File: config.mk
export PLATFORM = sky130hd
export DESIGN_NAME = pc_gen
export DESIGN_NICKNAME = d
export VERILOG_FILES = /design/src/rtl/pc_gen.sv
export SDC_FILE = /design/constraint.sdc
export NUM_CORES = 1
export LEC_CHECK = 0
export CAP_MARGIN = 10
export CELL_PAD_IN_SITES_DETAIL_PLACEMENT = 0
export CELL_PAD_IN_SITES_GLOBAL_PLACEMENT = 1
export CORE_MARGIN = 4
export CORE_UTILIZATION = 30
export CTS_BUF_LIST = sky130_fd_sc_hd__clkbuf_2 sky130_fd_sc_hd__clkbuf_4 sky130_fd_sc_hd__clkbuf_8
export CTS_CLUSTER_DIAMETER = 200
export CTS_CLUSTER_SIZE = 12
export DETAILED_ROUTE_END_ITERATION = 10
export PLACE_DENSITY_LB_ADDON = 0.1
export REMOVE_ABC_BUFFERS = 1
export SKIP_CTS_REPAIR_TIMING = 1
export SLEW_MARGIN = 20
export SYNTH_ARGS = -nofsm -noshare
export SYNTH_HDL_FRONTEND = slang
export SYNTH_SLANG_ARGS = --single-unit
File: constraint.sdc
create_clock -name clk -period 3.7 [get_ports clk]
set_clock_uncertainty 0.15 [all_clocks]
set_input_delay 0.74 -clock clk [delete_from_list [all_inputs] [get_ports clk]]
set_output_delay 0.74 -clock clk [all_outputs]
set_load 0.02 [all_outputs]
File: src/rtl/pc_gen.sv
// Fetch-stage PC generator: prioritised redirects, stall hold, pending redirect latch, advance counter.
// Define PC_ALIGN_CHECK_EN to force targets to INC alignment and pulse misalign on correction.
module pc_gen #(
  parameter int              XLEN      = 32,
  parameter logic [XLEN-1:0] RESET_VEC = '0,
  parameter int              NUM_STALL = 3,
  parameter int              INC       = 4
) (
  input  logic                 clk,
  input  logic                 rst,
  input  logic [NUM_STALL-1:0] stall,
  input  logic                 trap_valid,
  input  logic [XLEN-1:0]      trap_pc,
  input  logic                 flush_valid,
  input  logic [XLEN-1:0]      flush_pc,
  input  logic                 jump_valid,
  input  logic [XLEN-1:0]      jump_pc,
  output logic [XLEN-1:0]      pc_out,
  output logic                 pc_valid,
  output logic                 redirect_pend,
  output logic [31:0]          fetch_cnt,
  output logic                 misalign
);

  localparam logic [XLEN-1:0] INC_V     = XLEN'(INC);
  localparam logic [1:0]      PRI_TRAP  = 2'd0;
  localparam logic [1:0]      PRI_FLUSH = 2'd1;
  localparam logic [1:0]      PRI_JUMP  = 2'd2;

  logic [XLEN-1:0] pc_q, pc_d;
  logic            pend_v_q, pend_v_d;
  logic [XLEN-1:0] pend_pc_q, pend_pc_d;
  logic [1:0]      pend_pri_q, pend_pri_d;
  logic [31:0]     cnt_q, cnt_d;

  logic            req_v;
  logic [XLEN-1:0] req_pc;
  logic [1:0]      req_pri;
  logic            stalled;
  logic            take_req;
  logic            load;
  logic [XLEN-1:0] tgt;
  logic [XLEN-1:0] tgt_al;
  logic            mis_d;

  always_comb begin
    req_v   = 1'b1;
    req_pc  = trap_pc;
    req_pri = PRI_TRAP;
    if (trap_valid) begin
      req_pc  = trap_pc;
      req_pri = PRI_TRAP;
    end else if (flush_valid) begin
      req_pc  = flush_pc;
      req_pri = PRI_FLUSH;
    end else if (jump_valid) begin
      req_pc  = jump_pc;
      req_pri = PRI_JUMP;
    end else begin
      req_v   = 1'b0;
      req_pc  = jump_pc;
      req_pri = PRI_JUMP;
    end
  end

  assign stalled = |stall;
  // Lower encoding is higher priority; a tie goes to the newer request.
  assign take_req = req_v & (~pend_v_q | (req_pri <= pend_pri_q));

  always_comb begin
    pend_v_d   = pend_v_q;
    pend_pc_d  = pend_pc_q;
    pend_pri_d = pend_pri_q;
    cnt_d      = cnt_q;
    load       = 1'b0;
    tgt        = req_pc;
    if (stalled) begin
      if (take_req) begin
        pend_v_d   = 1'b1;
        pend_pc_d  = req_pc;
        pend_pri_d = req_pri;
      end
    end else begin
      cnt_d    = cnt_q + 32'd1;
      pend_v_d = 1'b0;
      if (take_req) begin
        load = 1'b1;
        tgt  = req_pc;
      end else if (pend_v_q) begin
        load = 1'b1;
        tgt  = pend_pc_q;
      end
    end
  end

`ifdef PC_ALIGN_CHECK_EN
  localparam logic [XLEN-1:0] AMASK = XLEN'(INC - 1);
  logic mis_q;

  assign tgt_al   = tgt & ~AMASK;
  assign mis_d    = load & (|(tgt & AMASK));
  assign misalign = mis_q;

  always_ff @(posedge clk) begin
    if (rst) mis_q <= 1'b0;
    else     mis_q <= mis_d;
  end
`else
  assign tgt_al   = tgt;
  assign mis_d    = 1'b0;
  assign misalign = mis_d;
`endif

  always_comb begin
    pc_d = pc_q;
    if (!stalled) pc_d = load ? tgt_al : pc_q + INC_V;
  end

  always_ff @(posedge clk) begin
    if (rst) begin
      pc_q       <= RESET_VEC;
      pend_v_q   <= 1'b0;
      pend_pc_q  <= '0;
      pend_pri_q <= PRI_JUMP;
      cnt_q      <= '0;
    end else begin
      pc_q       <= pc_d;
      pend_v_q   <= pend_v_d;
      pend_pc_q  <= pend_pc_d;
      pend_pri_q <= pend_pri_d;
      cnt_q      <= cnt_d;
    end
  end

  assign pc_out        = pc_q;
  assign pc_valid      = ~stalled & ~pend_v_q;
  assign redirect_pend = pend_v_q;
  assign fetch_cnt     = cnt_q;

endmodule

## Word-level counts from Yosys, hierarchy flattened

Index checks and enable logic that the tools add are counted.

| cells by class | value |
|---|---|
| add/sub/neg operators | 2 |
| order comparisons | 1 |
| mux-type cells | 13 |
| bitwise logic cells | 5 |
| reductions and logical operators | 3 |

Operators with widths:

| operator | count |
|---|---|
| $mux 32 | 5 |
| $add 32x1->32 const B | 1 |
| $add 32x3->32 const B | 1 |
| $mux 1 | 6 |
| $mux 2 | 2 |
| $reduce_or 3->1 | 1 |
| $and 1x1->1 | 2 |
| $le 2x2->1 | 1 |
| $not 1->1 | 2 |
| $reduce_and 2->1 | 1 |
| $reduce_or 2->1 | 1 |
| $or 1x1->1 | 1 |

| storage, ports and cells | value |
|---|---|
| register bits after elaboration | 99 |
| input bits | 104 |
| output and inout port bits | 67 |
| word-level logic and storage cells | 29 |

## Logic depth before layout (Yosys ltp)

Gate-level depths: netlist (run 1).

| logic depth | value |
|---|---|
| word-level depth | 8 |
| gate-level depth with buffers | 10 |
| depth with buffers taken out | 7 |

## Least setup slack after synthesis (run 1)

Ideal clock, no wire load.

| timing path | value |
|---|---|
| path kind | in2reg |
| start | input port trap_valid |
| end | register pend_pc_q[7] |
| setup time | 0.115 ns |
| data arrival time | 2.816 ns |
| data required time | 3.435 ns |
| path slack | 0.620 ns |
| cell stages on the path | 10 |
| buffers on the path | 3 |
| cell sequence | clkbuf_1 clkbuf_1 nand2b_1 ha_1 nor2b_1 o211a_2 nor3_1 clkbuf_1 nor2_1 o21a_1 |

| between the ends | value |
|---|---|
| cells in the longest elaborated chain, start to end | 5 |
| elaborated cells between the ends (all ways) | 7 |
| those cells by class | order compare: 1; mux: 3; bitwise: 2; reduce/logical: 1 |

RTL lines:

| what | RTL line | source |
|---|---|---|
| from (decl) | 12 | `input logic trap_valid,` |
| $mux 2 | 50 | `if (trap_valid) begin` |
| $le 2x2->1 | 68 | `assign take_req = req_v & (~pend_v_q \| (req_pri <= pend_pri_q));` |
| $or 1x1->1 | 68 |  |
| $and 1x1->1 | 68 |  |
| $reduce_and 2->1 (no line) | - |  |
| to (signal assigned) | 129 | `pend_pc_q <= pend_pc_d;` |
| to (decl) | 32 | `logic [XLEN-1:0] pend_pc_q, pend_pc_d;` |

Several ways; a longest one is shown, not always the timed one.
A chain may end at the register's enable or synchronous reset.

## Worst setup path after layout (run 1)

| timing path | value |
|---|---|
| start | input port stall[1] |
| end | output port pc_valid |

| between the ends | value |
|---|---|
| cells in the longest elaborated chain, start to end | 3 |

RTL lines:

| what | RTL line | source |
|---|---|---|
| from (decl) | 11 | `input logic [NUM_STALL-1:0] stall,` |
| $reduce_or 3->1 | 66 | `assign stalled = \|stall;` |
| $not 1->1 (no line) | - |  |
| $and 1x1->1 | 136 | `assign pc_valid = ~stalled & ~pend_v_q;` |
| to (decl) | 19 | `output logic pc_valid,` |

No other way between the ends.

==> impl_metrics.env, run 1 <==
export IMPL_syn_area_per_cell_um2=7.46
export IMPL_powerDensity_nw_per_um2=309
export IMPL_path_buf_inv=2
export IMPL_rsz0062_at_grt="false"
export IMPL_pre_cts_slack_ps=522
export IMPL_grt_pass1_vias=5950
export IMPL_slew_viol_final=0
export IMPL_hp_class="register to register"
export IMPL_grt_overflow=0
export IMPL_syn_to_final_growth_pct=37.4
export IMPL_final_cell_mix="166 x clkdlybuf4s50_1, 126 x nand2_1, 99 x dfxtp_1"
export IMPL_via_per_inst=5.38
export IMPL_drive_gt1_frac=0.0597
export IMPL_firstDrtPassIters=4
export IMPL_peakVddDrop_v=0.000157
export IMPL_worstSetupPathType="primary input to output port"
export IMPL_crit_fanout=2
export IMPL_final_nets=1024
export IMPL_cts_buffer_depth=2
export IMPL_startpoint_type="primary input"
export IMPL_drt_wl_total_um=19800
export IMPL_ys_ff_latch=99
export IMPL_seqPwrFrac=0.473
export IMPL_swShare=0.286
export IMPL_slew_headroom=0.497
export IMPL_synthCells=772
export IMPL_grt_pass1_wl_um=31500
export IMPL_seq_area_frac_synth=0.344
export IMPL_cp_slowest_cell="clkdlybuf4s50_1"
export IMPL_setup_ws_ps=526
export IMPL_period_minus_slack_ps=3170
export IMPL_syn_cell_area_um2=5760
export IMPL_max_cap_viol_count=0
export IMPL_diodes=0
export IMPL_cts_sinks=99
export IMPL_finish_utilization=0.422
export IMPL_period_share=0.858
export IMPL_crit_top_cell="clkdlybuf4s50_1"
export IMPL_antenna_found_initial=0
export IMPL_intPower_mw=1.75
export IMPL_post_dp_hpwl_um=14400
export IMPL_synth_edf_count=0
export IMPL_port_buffer_count=169
export IMPL_power_frac_comb=0.201
export IMPL_fp_dieArea_um2=21500
export IMPL_core_um2=18800
export IMPL_ys_types=54
export IMPL_vias=6215
export IMPL_dieHeight_um=147
export IMPL_wl_per_cell_um=17.1
export IMPL_rows=50
export IMPL_h_tree_depth=3
export IMPL_fillers=1900
export IMPL_clk_insertion_delay_late_ps=380
export IMPL_crit_chain="clkdlybuf4s50_1, or3_1, nor2_1, clkdlybuf4s50_1"
export IMPL_tightest_slew_ps=754
export IMPL_grt_max_degree=54
export IMPL_die_w_um=147
export IMPL_grt_usage=0.179
export IMPL_clkPwrFrac=0.326
export IMPL_gp_congestion=0.819
export IMPL_p_sw_uw=700
export IMPL_max_stage_delay_ps=610
export IMPL_cpLargestDelayFamily="buffers and inverters"
export IMPL_yosysWarnings=0
export IMPL_finalSetupViolCount=0
export IMPL_ant_nets=0
export IMPL_outcome="finished clean"
export IMPL_start_util=0.307
export IMPL_clk_pin_slew_ps=100
export IMPL_cp_data_required_time_ps=2810
export IMPL_cts_tree="yes"
export IMPL_final_common_cell="clkdlybuf4s50_1"
export IMPL_cts_root_buffer="clkbuf_8"
export IMPL_synthArstFlopShare=0
export IMPL_route_detailed_drc=0
export IMPL_fmax_mhz=315
export IMPL_endpoint_kind="output port"
export IMPL_drtIter0Drc=319
export IMPL_finalHoldViolations=0
export IMPL_ys_flop_type="dfxtp_1"
export IMPL_cp_arrival_ps=2280
export IMPL_io_pins=171
export IMPL_numCtsBuffers=9
export IMPL_leakage_nw=2.85
-- cell usage after synthesis (15+ instances only) --
library cell | instances | area, um2
dfxtp_1 | 99 | 1980
a21oi_1 | 53 | 265
nand3_1 | 44 | 220
a31oi_1 | 21 | 131
clkbuf_1 | 49 | 184
nand2_1 | 126 | 473
o21ai_1 | 15 | 75.1
nor2_1 | 64 | 240
nand4_1 | 20 | 125
nor3_1 | 16 | 80.1
o21ai_0 | 45 | 225
mux2i_1 | 41 | 410
-- power by group through the flow --
stage               clock [mW]  sequential, mW  combinational (mW)
finish                   0.798            1.16               0.493
global route             0.865            1.17               0.546
CTS                      0.828            1.16               0.500
detailed placement           0            1.18               0.499
global placement             0            1.18               0.488
floorplan                    0            1.19               0.206
-- worst register-to-register path: stages (launching register included) --
cell	delay, ps
dfxtp_1	460
and4_1	360
and4_1	640
nand4_1	220
or4_1	500
o211ai_1	90
-- flip-flops by register name (all words and copies together) (netlist names) --
signal / count
fetch_cnt: 32
pc_out: 32
pend_pc_q: 32
pend_pri_q: 2
redirect_pend: 1
-- cells by family after synthesis --
| logic type | Yosys count | share of synthesized area |
|---|---|---|
| and+or+nand+nor | 342 | 0.288 |
| AOI/OAI and AO/OA | 184 | 0.193 |
| DFF | 99 | 0.344 |
| buffers and inverters | 73 | 0.0500 |
| muxes | 46 | 0.0810 |
| xor gates and xnor gates | 23 | 0.0350 |
| adders and majority gates | 4 | 0.00869 |
| other | 1 | 0.000651 |
-- path summary, 6_finish.rpt --
kind	start	endpoint	slack, ps	cells past startpoint
max	stall[1]	pc_valid	530	4
min	pend_pc_q[30]	pend_pc_q[30]	310	2
max reg2reg	pc_out[4]	pc_out[29]	1210	5
min reg2reg	pend_pc_q[30]	pend_pc_q[30]	310	2
-- routing by layer --
metal / vias up / part of all wire / global-route usage
met5: - / 0 / 0
met4: 0 / 0.015 / 0.0437
met3: 20 / 0.061 / 0.0419
met2: 198 / 0.47 / 0.303
met1: 2928 / 0.45 / 0.231
li1: 3069 / - / -
-- layout make-up --
cell class / instances / area, um2 / share of cell area
clock inverters: 6 / 88.8 / 0.0112
flip-flops and latches: 99 / 1980 / 0.250
well taps: 234 / 293 / 0.0370
repair buffers: 193 / 1860 / 0.235
inverters: 13 / 48.8 / 0.00616
clock buffers: 10 / 138 / 0.0174
multi-input cells: 600 / 3510 / 0.443
-- metrics by stage --
stage	setup TNS, ps	instances	area [um2]	hold slack [ps]	total power, mW
final	0	1155	7920	312	2.45
after global routing	0	1155	7920	328	2.58
after CTS	0	1155	7920	309	2.49
after detailed placement	0	1139	7690	295	1.68
after global placement	0	1139	7690	288	1.67
after floorplan	-3170	712	5520	276	1.39
No activity file was read; power rests on OpenSTA's default activity.
==> run 2, diff against run 1 <==
- TNS_END_PERCENT: unset -> 1
==> results of run 2 <==
Same layout as run 1: the final DEF is identical, and so are final timing and power.
